$ cat config.mk
export PLATFORM = sky130hd
export DESIGN_NAME = ucsbece154b_store_buffer_flat
export DESIGN_NICKNAME = d
export VERILOG_FILES = /design/src/rtl/ucsbece154b_store_buffer_pkg.sv /design/src/rtl/ucsbece154b_store_buffer_if.sv /design/src/rtl/ucsbece154b_sb_fwd.sv /design/src/rtl/ucsbece154b_store_buffer.sv /design/src/flat_wrapper.sv
export SDC_FILE = /design/constraint.sdc
export NUM_CORES = 1
export LEC_CHECK = 0
export BUFFER_PORTS_ARGS = -buffer_cell sky130_fd_sc_hd__buf_2
export CAP_MARGIN = 10
export CORE_MARGIN = 5
export CORE_UTILIZATION = 25
export DETAILED_ROUTE_END_ITERATION = 6
export HOLD_SLACK_MARGIN = 0.15
export PLACE_DENSITY = 0.46
export SYNTH_ARGS = -nofsm -noshare
export SYNTH_HDL_FRONTEND = slang
export SYNTH_SLANG_ARGS = --single-unit
$ cat constraint.sdc
create_clock -name clk -period 10.27 [get_ports clk]
set_input_delay 1.5405 -clock clk [delete_from_list [all_inputs] [get_ports clk]]
set_output_delay 1.5405 -clock clk [all_outputs]
set_load 0.01 [all_outputs]
$ cat src/rtl/ucsbece154b_store_buffer_pkg.sv
// Shared definitions for the store buffer: default sizes and occupancy
// classification derived from the registered entry count.
package ucsbece154b_store_buffer_pkg;

  localparam int unsigned SB_DEPTH  = 4;
  localparam int unsigned SB_DATA_W = 32;
  localparam int unsigned SB_ADDR_W = 32;

  // Occupancy states; these are a view of count, not a separate register.
  localparam logic [1:0] OCC_EMPTY  = 2'd0;
  localparam logic [1:0] OCC_ACTIVE = 2'd1;
  localparam logic [1:0] OCC_FULL   = 2'd2;

  // Classify a count value against the buffer depth.
  function automatic logic [1:0] sb_occ(input int unsigned cnt, input int unsigned depth);
    if (cnt == 0) begin
      return OCC_EMPTY;
    end else if (cnt >= depth) begin
      return OCC_FULL;
    end
    return OCC_ACTIVE;
  endfunction

endpackage

$ cat src/rtl/ucsbece154b_store_buffer_if.sv
// Core / DMEM side bundle of the store buffer.
//   st_*   : store request from the core, st_ready_o back-pressure
//   ld_*   : load lookup (forwarding) from the core
//   mem_*  : write request towards DMEM
//   empty_o: drain status for fence / halt
// slave  = the store buffer, master = core + DMEM environment.
interface ucsbece154b_store_buffer_if
  import ucsbece154b_store_buffer_pkg::*;
#(
  parameter int unsigned DATA_WIDTH = SB_DATA_W,
  parameter int unsigned ADDR_WIDTH = SB_ADDR_W
);

  logic                  st_valid_i;
  logic [ADDR_WIDTH-1:0] st_addr_i;
  logic [DATA_WIDTH-1:0] st_data_i;
  logic                  st_ready_o;

  logic                  ld_valid_i;
  logic [ADDR_WIDTH-1:0] ld_addr_i;
  logic                  ld_hit_o;
  logic [DATA_WIDTH-1:0] ld_data_o;

  logic                  mem_we_o;
  logic [ADDR_WIDTH-1:0] mem_addr_o;
  logic [DATA_WIDTH-1:0] mem_wdata_o;
  logic                  mem_ready_i;

  logic                  empty_o;

  modport slave (
    input  st_valid_i, st_addr_i, st_data_i,
    output st_ready_o,
    input  ld_valid_i, ld_addr_i,
    output ld_hit_o, ld_data_o,
    output mem_we_o, mem_addr_o, mem_wdata_o,
    input  mem_ready_i,
    output empty_o
  );

  modport master (
    output st_valid_i, st_addr_i, st_data_i,
    input  st_ready_o,
    output ld_valid_i, ld_addr_i,
    input  ld_hit_o, ld_data_o,
    input  mem_we_o, mem_addr_o, mem_wdata_o,
    output mem_ready_i,
    input  empty_o
  );

endinterface

$ cat src/rtl/ucsbece154b_sb_fwd.sv
// Store-to-load forwarding: DEPTH-way word-address compare with a
// youngest-first select relative to the tail pointer.
//   entry_waddr_i : word addresses (addr[31:2]) of all slots
//   entry_data_i  : data of all slots
//   valid_i       : slot valid mask
//   tail_i        : next write slot (oldest-possible position)
//   ld_waddr_i    : load word address
//   ld_hit_o      : some valid slot matches
//   ld_data_o     : data of the youngest match, 0 when no hit
module ucsbece154b_sb_fwd #(
  parameter int unsigned DEPTH       = 4,
  parameter int unsigned DATA_WIDTH  = 32,
  parameter int unsigned WADDR_WIDTH = 30
) (
  input  logic [DEPTH-1:0][WADDR_WIDTH-1:0] entry_waddr_i,
  input  logic [DEPTH-1:0][DATA_WIDTH-1:0]  entry_data_i,
  input  logic [DEPTH-1:0]                  valid_i,
  input  logic [$clog2(DEPTH)-1:0]          tail_i,
  input  logic [WADDR_WIDTH-1:0]            ld_waddr_i,
  output logic                              ld_hit_o,
  output logic [DATA_WIDTH-1:0]             ld_data_o
);

  localparam int unsigned PTR_W = $clog2(DEPTH);

  logic [PTR_W-1:0] idx_c;

  // Walk slots from tail upward (oldest to youngest); later matches override,
  // so the youngest matching store wins. Invalid slots sit before head in
  // this order and are skipped by the valid mask.
  always_comb begin
    ld_hit_o  = 1'b0;
    ld_data_o = '0;
    idx_c     = '0;
    for (int unsigned i = 0; i < DEPTH; i++) begin
      idx_c = tail_i + PTR_W'(i);
      if (valid_i[idx_c] && (entry_waddr_i[idx_c] == ld_waddr_i)) begin
        ld_hit_o  = 1'b1;
        ld_data_o = entry_data_i[idx_c];
      end
    end
  end

endmodule

$ cat src/rtl/ucsbece154b_store_buffer.sv
// Write buffer between the memory stage and DMEM. Retired stores queue in a
// FIFO and drain to DMEM whenever no load owns the port; loads forward from
// the youngest pending store to the same word.
//   clk, reset_n : clock, async active-low reset
//   sb (slave)   : store, load-lookup, DMEM write and empty signals
module ucsbece154b_store_buffer
  import ucsbece154b_store_buffer_pkg::*;
#(
  parameter int unsigned DEPTH      = SB_DEPTH,
  parameter int unsigned DATA_WIDTH = SB_DATA_W,
  parameter int unsigned ADDR_WIDTH = SB_ADDR_W
) (
  input  logic                       clk,
  input  logic                       reset_n,
  ucsbece154b_store_buffer_if.slave  sb
);

  localparam int unsigned PTR_W = $clog2(DEPTH);
  localparam int unsigned CNT_W = PTR_W + 1;
  localparam int unsigned WA_W  = ADDR_WIDTH - 2;

  logic [PTR_W-1:0] head_q, head_d;
  logic [PTR_W-1:0] tail_q, tail_d;
  logic [CNT_W-1:0] count_q, count_d;
  logic [DEPTH-1:0] valid_q, valid_d;

  logic [DEPTH-1:0][WA_W-1:0]       waddr_q;
  logic [DEPTH-1:0][DATA_WIDTH-1:0] data_q;

  logic [1:0]            occ_c;
  logic                  enq_c;
  logic                  deq_c;
  logic                  mem_we_c;
  logic                  ld_hit_c;
  logic [DATA_WIDTH-1:0] ld_data_c;
  logic                  unused_c;

  // Byte-offset bits play no part in word matching or DMEM addressing.
  assign unused_c = ^{sb.st_addr_i[1:0], sb.ld_addr_i[1:0]};

  // Occupancy comes from the registered count only, so st_ready_o has no
  // path from mem_ready_i; a full buffer refuses stores even on a dequeue cycle.
  assign occ_c    = sb_occ(32'(count_q), DEPTH);
  assign mem_we_c = (occ_c != OCC_EMPTY) && !sb.ld_valid_i;
  assign enq_c    = sb.st_valid_i && (occ_c != OCC_FULL);
  assign deq_c    = mem_we_c && sb.mem_ready_i;

  assign sb.st_ready_o  = (occ_c != OCC_FULL);
  assign sb.empty_o     = (occ_c == OCC_EMPTY);
  assign sb.mem_we_o    = mem_we_c;
  // Head entry stays put until accepted, keeping the request stable.
  assign sb.mem_addr_o  = {waddr_q[head_q], 2'b00};
  assign sb.mem_wdata_o = data_q[head_q];
  assign sb.ld_hit_o    = ld_hit_c;
  assign sb.ld_data_o   = ld_data_c;

  // Pointer / count / valid next state.
  always_comb begin
    head_d  = head_q;
    tail_d  = tail_q;
    count_d = count_q;
    valid_d = valid_q;
    if (enq_c) begin
      tail_d         = tail_q + PTR_W'(1);
      valid_d[tail_q] = 1'b1;
    end
    if (deq_c) begin
      head_d         = head_q + PTR_W'(1);
      valid_d[head_q] = 1'b0;
    end
    case ({enq_c, deq_c})
      2'b10:   count_d = count_q + CNT_W'(1);
      2'b01:   count_d = count_q - CNT_W'(1);
      default: count_d = count_q;
    endcase
  end

  // Control state; reset discards every pending store.
  always_ff @(posedge clk or negedge reset_n) begin
    if (!reset_n) begin
      head_q  <= '0;
      tail_q  <= '0;
      count_q <= '0;
      valid_q <= '0;
    end else begin
      head_q  <= head_d;
      tail_q  <= tail_d;
      count_q <= count_d;
      valid_q <= valid_d;
    end
  end

  // Entry payload; qualified by valid_q, so no reset needed.
  always_ff @(posedge clk) begin
    if (enq_c) begin
      waddr_q[tail_q] <= sb.st_addr_i[ADDR_WIDTH-1:2];
      data_q[tail_q]  <= sb.st_data_i;
    end
  end

  ucsbece154b_sb_fwd #(
    .DEPTH       (DEPTH),
    .DATA_WIDTH  (DATA_WIDTH),
    .WADDR_WIDTH (WA_W)
  ) u_fwd (
    .entry_waddr_i (waddr_q),
    .entry_data_i  (data_q),
    .valid_i       (valid_q),
    .tail_i        (tail_q),
    .ld_waddr_i    (sb.ld_addr_i[ADDR_WIDTH-1:2]),
    .ld_hit_o      (ld_hit_c),
    .ld_data_o     (ld_data_c)
  );

endmodule

$ cat src/flat_wrapper.sv
// flat-port wrapper written by rule: the top's interface ports become plain ports
module ucsbece154b_store_buffer_flat import ucsbece154b_store_buffer_pkg::*;
#(
  parameter int unsigned DEPTH      = SB_DEPTH,
  parameter int unsigned DATA_WIDTH = SB_DATA_W,
  parameter int unsigned ADDR_WIDTH = SB_ADDR_W
)
  (clk, reset_n, sb_st_valid_i, sb_st_addr_i, sb_st_data_i, sb_st_ready_o, sb_ld_valid_i, sb_ld_addr_i, sb_ld_hit_o, sb_ld_data_o, sb_mem_we_o, sb_mem_addr_o, sb_mem_wdata_o, sb_mem_ready_i, sb_empty_o);
  ucsbece154b_store_buffer_if #(.DATA_WIDTH(DATA_WIDTH), .ADDR_WIDTH(ADDR_WIDTH)) sb_i ();
  input  logic clk;
  input  logic reset_n;
  input wire logic [$bits(sb_i.st_valid_i)-1:0] sb_st_valid_i;
  input wire logic [$bits(sb_i.st_addr_i)-1:0] sb_st_addr_i;
  input wire logic [$bits(sb_i.st_data_i)-1:0] sb_st_data_i;
  output wire logic [$bits(sb_i.st_ready_o)-1:0] sb_st_ready_o;
  input wire logic [$bits(sb_i.ld_valid_i)-1:0] sb_ld_valid_i;
  input wire logic [$bits(sb_i.ld_addr_i)-1:0] sb_ld_addr_i;
  output wire logic [$bits(sb_i.ld_hit_o)-1:0] sb_ld_hit_o;
  output wire logic [$bits(sb_i.ld_data_o)-1:0] sb_ld_data_o;
  output wire logic [$bits(sb_i.mem_we_o)-1:0] sb_mem_we_o;
  output wire logic [$bits(sb_i.mem_addr_o)-1:0] sb_mem_addr_o;
  output wire logic [$bits(sb_i.mem_wdata_o)-1:0] sb_mem_wdata_o;
  input wire logic [$bits(sb_i.mem_ready_i)-1:0] sb_mem_ready_i;
  output wire logic [$bits(sb_i.empty_o)-1:0] sb_empty_o;
  assign sb_i.st_valid_i = sb_st_valid_i;
  assign sb_i.st_addr_i = sb_st_addr_i;
  assign sb_i.st_data_i = sb_st_data_i;
  assign sb_st_ready_o = sb_i.st_ready_o;
  assign sb_i.ld_valid_i = sb_ld_valid_i;
  assign sb_i.ld_addr_i = sb_ld_addr_i;
  assign sb_ld_hit_o = sb_i.ld_hit_o;
  assign sb_ld_data_o = sb_i.ld_data_o;
  assign sb_mem_we_o = sb_i.mem_we_o;
  assign sb_mem_addr_o = sb_i.mem_addr_o;
  assign sb_mem_wdata_o = sb_i.mem_wdata_o;
  assign sb_i.mem_ready_i = sb_mem_ready_i;
  assign sb_empty_o = sb_i.empty_o;
  ucsbece154b_store_buffer #(.DEPTH(DEPTH), .DATA_WIDTH(DATA_WIDTH), .ADDR_WIDTH(ADDR_WIDTH)) u_core (.clk(clk), .reset_n(reset_n), .sb(sb_i));
endmodule
## Word level (Yosys, flattened, before mapping)

Index checks and enable logic that the tools add are counted.

- $add $sub $neg: 6
- $lt $le $gt $ge: 8
- Equality and inequality tests: 7
- Multiplexer cells: 54
- Bitwise operators: 3
- Reductions and logical operators: 14

Operators with widths:

| cell | number |
|---|---|
| $bmux 32 s2 | 5 |
| $mux 32 | 10 |
| $bmux 30 s2 | 5 |
| $mux 30 | 6 |
| $bwmux 128 | 1 |
| $bwmux 120 | 1 |
| $eq 30x30->1 | 4 |
| $demux 32 s2 | 1 |
| $demux 30 s2 | 1 |
| $lt 2x3->1 const B | 5 |
| $mux 1 | 12 |
| $logic_and 1x1->1 | 9 |
| $bmux 1 s2 | 4 |
| $mux 4 | 2 |
| $mux 2 | 3 |
| $pmux 3 s2 | 1 |
| $add 2x1->2 const B | 2 |
| $add 2x2->2 const B | 2 |
| $and 4x4->4 | 1 |
| $demux 1 s2 | 2 |
| $ge 2x1->1 const B | 2 |
| $not 4->4 | 1 |
| $or 4x4->4 | 1 |
| $reduce_bool 2->1 | 2 |
| 9 further kinds | 9 |

- Register bits: 259
- Input port bits: 101
- Output and inout port bits: 100
- Logic and storage cells: 104

## Depth between registers and ports, before layout

Gate-level depths: netlist (run 1).

- Depth in word-level cells: 9
- Depth in mapped cells: 25
- Mapped depth without buffers: 10

## Modules after synthesis

Synthesis (run 1) repeated with hierarchy kept, for this count alone.

- Cell total of the unflattened synthesis: 1400
- Area total of the unflattened synthesis: 17475.5 um^2

Modules (own cells, without submodules):

| module | times used | cells an instance | area an instance (um^2) | sequential area each (um^2) |
|---|---|---|---|---|
| ucsbece154b_store_buffer | 1 | 380 | 9608.0 | 7722.4 |
| ucsbece154b_sb_fwd | 1 | 1020 | 7867.5 | 0.0 |

## Least setup slack after synthesis (run 1)

OpenSTA, ideal clock, no wires.

- Path kind: reg-to-output
- From: register u_core.tail_q[1]
- To: output sb_ld_data_o[0]
- Data arrival time: 5160 ps
- Required time: 8729 ps
- Slack: 3570 ps
- Cell stages (with the launch flop): 25
- Path buffers: 15
- Cells stage by stage: dfrtp_1 -> buf_2 -> buf_6 -> buf_4 -> buf_4 -> buf_2 -> buf_2 -> buf_1 -> clkbuf_1 -> inv_1 -> ha_1 -> buf_4 -> buf_4 -> buf_4 -> buf_4 -> buf_2 -> mux2i_1 -> nand2_1 -> a32oi_1 -> o2111ai_1 -> nor4_1 -> nand4_1 -> buf_2 -> clkbuf_1 -> a31oi_1

- Longest elaborated chain between the ends: 8
- Elaborated cells on any way between the ends: 39
- Classes of those cells: add/sub (3); eq/ne (4); mux (28); reduce/logical (4)

Ends and longest elaborated chain:

| element | RTL line | source |
|---|---|---|
| start, declared | ucsbece154b_store_buffer.sv:23 | `logic [PTR_W-1:0] tail_q, tail_d;` |
| start signal, assigned | ucsbece154b_store_buffer.sv:87 | `tail_q <= tail_d;` |
| $add 2x1->2 / $bmux 30 s2 (equally long branches) | ucsbece154b_sb_fwd.sv:36, ucsbece154b_sb_fwd.sv:37 |  |
| $bmux 30 s2 / $mux 30 (equally long branches) | ucsbece154b_sb_fwd.sv:37 | `if (valid_i[idx_c] && (entry_waddr_i[idx_c] == ld_waddr_i)) begin` |
| $mux 30 (implied by the code) / $eq 30x30->1 (equally long branches) | ucsbece154b_sb_fwd.sv:37 |  |
| $eq 30x30->1 / $logic_and 1x1->1 (equally long branches) | ucsbece154b_sb_fwd.sv:37 |  |
| $logic_and 1x1->1 / $mux 32 (equally long branches) | ucsbece154b_sb_fwd.sv:37 |  |
| $mux 32 (2 in series) | ucsbece154b_sb_fwd.sv:37 |  |
| $mux 32 * | ucsbece154b_sb_fwd.sv:37 |  |
| end, declared | flat_wrapper.sv:19 | `output wire logic [$bits(sb_i.ld_data_o)-1:0] sb_ld_data_o;` |

Mark *: on every way between the ends. The rest lies on a longest branch, timed or not. The select of a mux whose other input is x is not followed.

## Worst setup path in the final report (run 1)

- From: register u_core.tail_q[0]
- To: output sb_ld_data_o[30]

Same word-level chain as after synthesis.

==> summary.txt, run 1 <==
core area - 74600 µm²
final setup violation count - 0
Die Width - 285 µm
final worst path period need - 7940 ps
clock sinks - 259
total global routing overflow - 0
TritonRoute pass-1 iters - 5
Yosys cell types - 56
RSZ-0062 raised after global routing - false
drt drc - 0
register area share after synthesis - 41.0%
CP Capture Type - primary output
Leakage - 7.05 nW
Die Y - 285 µm
Area contributors post-synth - edfxtp_1 40%, mux4_2 33%, mux2i_1 4.4%
Max-Cap Viols - 0
I/O Buffers - 194
Hold Path Depth - 1
CTS Buf Count - 30
nets - 1471
Worst path most repeated cell - buf_4
R2R cell count - 4
Post-Synthesis Cells - 1233
Worst Slack Setup Final - 2330 ps
number of synthesized flops with an enable pin - 248
status - finished, final reports clean
Crit Path Class - reg -> out
CP cell instances - buf_4, buf_4, mux4_2, xnor2_1, or4_1, or4_1, and4b_2, buf_4, nand2_2, a31oi_1, buf_2
Worst Max-Slew Pin Slew - 1090 ps
Crit-path slowest cell - and4b_2
Max-slew headroom - 27.5%
sum of negative setup slack - 0 ps
Max VDD drop - 204 µV
hold buffers post-CTS - 0
worst-path maximum fanout - 36
Max stage delay on crit path - 1070 ps
most common cell in the netlist - mux4_2
period utilization - 77.3%
number of cells on the critical path - 11
total number of vias - 12600
share of layout cells above drive strength 1 - 45.0%
die area - 80900 µm²
Vias/cell - 5.35
WP data arrival - 6400 ps
clk slew on worst S/H paths - 60 ps
HPWL after detailed placement - 41200 µm
Placer Congestion - 0.919
first-pass GRT wire length - 89400 µm
required time of the critical path - 8730 ps
final WL - 60400 µm
share of the synthesized area in the top cell type - 39.5%
TritonCTS clock tree - built
cell taking the most area after synthesis - edfxtp_1
Place WS - 2880 ps
YS warnings - 0
CP Launch Type - register
Reg area - 7740 µm²
max-slew violations - 0
Rows - 100
ys async rst share - 4.25%
Starting Density - 25.3%
Multi-input gate area - 10400 µm²
number of global-route vias before repair - 12900
Worst Skew - 21.0 ps
Post-CTS Resized - 0
Final Util - 29.0%
syn_area_per_cell - 15.3 µm²
fill count - 7481
CP bufs+invs - 4
HP Class - reg -> reg
top_reg_cell synth - edfxtp_1
Top-Level Pins - 201
clock tree buffer depth - 3
Top delay family on crit path - simple AND/OR/NAND/NOR gates
Post-Syn Area - 18800 µm²
Cell Area, Placed - 20600 µm²
setup bufs post-CTS - 0
final hold vios - 0
Peak Freq - 0.126 GHz
initial antenna violation count - 14
H-tree Lvls - 1
Routed Antenna Nets - 0
Post-synth top cells - 274 x mux4_2, 248 x edfxtp_1, 82 x mux2i_1
pwr dens - 298 nW/µm²
largest net degree at the start of global routing - 102
CTS root buffer - clkbuf_16
fin area - 21600 µm²
gr usage total - 14.5%
Seq cells post-synth - 259
Detailed Route Iter0 Violations - 1013
R2R Setup Slk - 6880 ps
Worst-Skew Late Latency - 600 ps
drt wl/cell - 25.7 µm
Area growth, synth to finish - 14.7%
-- final timing paths --
kind                              startpoint                 end
min                        u_core.count_q[0]   u_core.count_q[0]
min reg2reg                u_core.count_q[0]   u_core.count_q[0]
max                         u_core.tail_q[0]    sb_ld_data_o[30]
min in group asynchronous            reset_n   u_core.count_q[2]
max in group asynchronous            reset_n    u_core.tail_q[1]
max reg2reg                 u_core.tail_q[1]  u_core.waddr_q[62]
-- where the power goes --
part	switching, mW	internal (mW)	total [mW]
registers	0.282	1.34	1.62
clock network	0.438	0.662	1.10
logic	1.80	1.91	3.71
-- cell usage in the layout (no fill, tap or decap), types with 6 or more instances in the layout --
master | Yosys | final
nor3_1 | 6 | 6
nand2_1 | 26 | 26
mux2i_1 | 82 | 82
mux2_2 | 44 | 44
o22ai_1 | 7 | 7
mux4_2 | 274 | 274
buf_4 | 15 | 21
inv_1 | 19 | 19
dfrtp_1 | 11 | 7
nand3_1 | 35 | 35
a31oi_1 | 35 | 35
a2bb2oi_1 | 7 | 7
nor4_1 | 6 | 6
a2111oi_0 | 7 | 7
o2111ai_1 | 6 | 6
edfxtp_1 | 248 | 248
clkbuf_16 | 0 | 30
o21ai_0 | 19 | 19
buf_2 | 37 | 194
clkbuf_1 | 48 | 7
xnor2_1 | 77 | 77
ha_1 | 9 | 8
xor2_1 | 19 | 19
nor2_1 | 51 | 51
nand4_1 | 16 | 16
a21oi_1 | 14 | 14
nand2_2 | 30 | 30
-- flip-flops by register name, indices dropped and copies added, names as in the netlist --
signal	cells
u_core.head_q	2
u_core.tail_q	2
u_core.waddr_q	120
u_core.count_q	3
u_core.data_q	128
u_core.valid_q	4
-- routing by layer --
metal	global-route usage (%)	up-vias	part of all wire, %
met4	3.62	10	2.4
met3	3.16	87	6.2
met2	24.7	394	50
met1	18.9	6680	41
li1	-	5429	-
met5	0	-	0.10
-- logic make-up (layout without fill, tap and decap cells) --
| kind of cell | Yosys count | count (layout) | share of synthesized area [%] |
|---|---|---|---|
| AOI/OAI and AO/OA | 134 | 134 | 4.99 |
| xor gates and xnor gates | 96 | 96 | 4.46 |
| adders and majority gates | 10 | 10 | 0.704 |
| buffers and inverters | 143 | 290 | 3.97 |
| DFF | 259 | 259 | 41.0 |
| muxes | 400 | 400 | 39.7 |
| other | 1 | 5 | 0.0199 |
| and+or+nand+nor | 190 | 190 | 5.11 |
-- per-stage QoR --
| stage | hold slack, ps | power (mW) | std cells |
|---|---|---|---|
| finish | 513 | 6.43 | 2353 |
| global route | 540 | 6.85 | 2351 |
| CTS | 510 | 6.55 | 2350 |
| detailed placement | 498 | 5.41 | 2297 |
| global placement | 496 | 5.39 | 2297 |
| floorplan | 469 | 4.46 | 1234 |
-- area by class of cell --
cell class | count | share of cell area [%]
multi-input cells | 832 | 48.1
flip-flops and latches | 259 | 35.8
clock buffers | 37 | 3.59
inverters | 20 | 0.347
repair buffers | 217 | 5.41
clock inverters | 16 | 1.11
well taps | 969 | 5.61
diodes | 3 | 0.0347
No activity file was read; power rests on OpenSTA's default activity.
==> inputs of run 2 (changes only) <==
--- a/config.mk
+++ b/config.mk
@@ -5,13 +5,14 @@
 export SDC_FILE = /design/constraint.sdc
 export NUM_CORES = 1
 export LEC_CHECK = 0
+export ABC_AREA = 1
 export BUFFER_PORTS_ARGS = -buffer_cell sky130_fd_sc_hd__buf_2
 export CAP_MARGIN = 10
 export CORE_MARGIN = 5
 export CORE_UTILIZATION = 25
 export DETAILED_ROUTE_END_ITERATION = 6
 export HOLD_SLACK_MARGIN = 0.15
-export PLACE_DENSITY = 0.46
+export PLACE_DENSITY = 0.47
 export SYNTH_ARGS = -nofsm -noshare
 export SYNTH_HDL_FRONTEND = slang
 export SYNTH_SLANG_ARGS = --single-unit
==> constraint.sdc (replaced) <==
create_clock -name clk -period 6.7 [get_ports clk]
set_input_delay 1.005 -clock clk [delete_from_list [all_inputs] [get_ports clk]]
set_output_delay 1.005 -clock clk [all_outputs]
set_load 0.01 [all_outputs]
==> summary.txt, run 2 <==
YS warnings - 0
Worst Skew - 34.0 ps
Post-Synthesis Cells - 2650
Worst Max-Slew Pin Slew - 962 ps
total number of vias - 18300
Detailed Route Iter0 Violations - 1504
nets - 2845
internal power - 4.99 mW
pwr dens - 480 nW/µm²
Top Registers - u_core.data_q x128, u_core.waddr_q x120, u_core.valid_q x4
Top-Level Pins - 201
drt drc - 0
RSZ-0062 raised after global routing - false
share of layout cells above drive strength 1 - 10.6%
final worst path period need - 5890 ps
Yosys cell types - 31
top_reg_cell synth - edfxtp_1
final hold vios - 0
required time of the critical path - 5690 ps
Vias/cell - 4.88
Max-Cap Viols - 0
CP Launch Type - register
Post-synth top cells - 943 x nand2_1, 325 x nand3_1, 311 x o21ai_0
ys async rst share - 4.25%
final setup violation count - 0
Starting Density - 25.3%
Top delay family on crit path - simple AND/OR/NAND/NOR gates
period utilization - 87.9%
most common cell in the netlist - nand2_1
Post-CTS Resized - 0
Post-Syn Area - 18900 µm²
Final Power - 10.4 mW
Peak Freq - 0.170 GHz
Final Util - 29.0%
Place WS - 1360 ps
hold buffers post-CTS - 0
commonest non-fill, non-tap cell in the layout - nand2_1
clock sinks - 259
initial antenna violation count - 16
WP data arrival - 4880 ps
most frequent cells in the layout - 943 x nand2_1, 325 x nand3_1, 311 x o21ai_0, 248 x edfxtp_1, 194 x buf_2
Routed Antenna Nets - 0
Seq cells post-synth - 259
Die Width - 285 µm
share of the synthesized area in the top cell type - 39.4%
sw power - 5.39 mW
Comb power frac - 61.3%
CTS Buf Count - 34
Placer Congestion - 0.908
final WL - 70000 µm
fill count - 8064
TritonCTS clock tree - built
total global routing overflow - 0
CP Capture Type - primary output
Switching Share - 51.9%
H-tree Lvls - 2
CTS root buffer - clkbuf_16
Flop pwr share - 21.5%
Rows - 100
largest net degree at the start of global routing - 192
Crit-path slowest cell - nand2_2
number of global-route vias before repair - 16800
worst-path maximum fanout - 123
Hold Slack - 342 ps
Max stage delay on crit path - 630 ps
number of synthesized flops with an enable pin - 248
Worst path most repeated cell - nand2_1
I/O Buffers - 194
gr usage total - 16.5%
Leakage - 9.45 nW
syn_area_per_cell - 7.13 µm²
clock power share - 17.2%
Reg area - 7730 µm²
Area growth, synth to finish - 14.5%
clk slew on worst S/H paths - 60 ps
HPWL after detailed placement - 47500 µm
Worst Slack Setup Final - 810 ps
first-pass GRT wire length - 104000 µm
setup bufs post-CTS - 0
Die Y - 285 µm
Area contributors post-synth - edfxtp_1 39%, nand2_1 19%, nand3_1 8.6%
clock tree buffer depth - 3
cell taking the most area after synthesis - edfxtp_1
core area - 74700 µm²
TritonRoute pass-1 iters - 6
HP Class - in -> async
register area share after synthesis - 40.9%
CP cell instances - inv_6, ha_4, inv_2, buf_4, nand3_1, nand2_1, nand2_1, nand2_1, nand3_1, nor2_1, nand2_1, nor2_4, nand2_1, nand2_2, nand2_1, nand2_1, nand2_1, nand2_1, buf_2
drt wl/cell - 18.7 µm
Max-slew headroom - 35.8%
sum of negative setup slack - 0 ps
Worst-Skew Late Latency - 560 ps
Crit Path Class - reg -> out
max reg flops - 128
CP bufs+invs - 4
max-slew violations - 0
largest reg by FF count - u_core.data_q
status - finished, final reports clean
die area - 81200 µm²
Max VDD drop - 484 µV
Multi-input gate area - 9800 µm²
[run 2: cell types whose count changed after synthesis, sizes merged, moves of 120 or more]
cell	change
o21ai	+306
nand2	+888
mux4	-274
inv	+120
nor2	+136
nand3	+290
[run 2: power groups by stage]
stage                     registers [mW]  clock network, mW  logic (mW)
after floorplan                     2.17                  0        4.54
after global placement              2.27                  0        6.37
after detailed placement            2.27                  0        6.38
after CTS                           2.23               1.84        6.41
after global routing                2.26               1.90        7.14
final                               2.23               1.78        6.36
[run 2: path summary, 6_finish.rpt]
check	from	cells after the start	slack (ps)	end
max	u_core.tail_q[1]	19	810	sb_ld_data_o[27]
min	reset_n	1	340	u_core.count_q[2]
max reg2reg	u_core.tail_q[1]	5	3470	u_core.waddr_q[32]
min reg2reg	u_core.count_q[0]	1	500	u_core.count_q[0]
max in group asynchronous	reset_n	1	6110	u_core.tail_q[0]
min in group clk	u_core.count_q[0]	1	500	u_core.count_q[0]
[run 2: routing by layer]
layer / vias up / GRT usage, % / wire length (µm)
met1: 8531 / 21.8 / 31200
met5: - / 0 / 13
met4: 2 / 5.30 / 1860
met3: 95 / 3.10 / 4350
li1: 9165 / - / -
met2: 467 / 27.5 / 32600
[run 2: final cells by class]
type                    count  share of cell area (%)
inverters                 140                    2.47
repair buffers            220                    5.74
diodes                     11                   0.127
clock inverters            21                   0.914
multi-input cells        2079                    45.3
flip-flops and latches    259                    35.7
clock buffers              40                    4.08
well taps                 969                    5.61
[run 2: worst register-to-register path, stage by stage, from the launching register on]
cell,delay [ps]
dfrtp_2,430
inv_6,610
ha_1,290
inv_1,60
nor2_4,620
buf_4,790
[run 2: through the flow]
step | instances | area [µm²]
2_1_floorplan | 2651 | 18900
3_3_place_gp | 3667 | 20500
3_5_place_dp | 3667 | 20500
4_1_cts | 3728 | 21600
5_1_grt | 3733 | 21600
6_report | 3739 | 21600
[run 2: logic make-up after synthesis]
kind of cell,synth area share (%)
xor+xnor,1.07
fa+ha+maj,0.702
flops,40.9
compound gates,14.3
other cells,0.0199
mux,3.39
simple gates,32.1
buf+inv,7.58
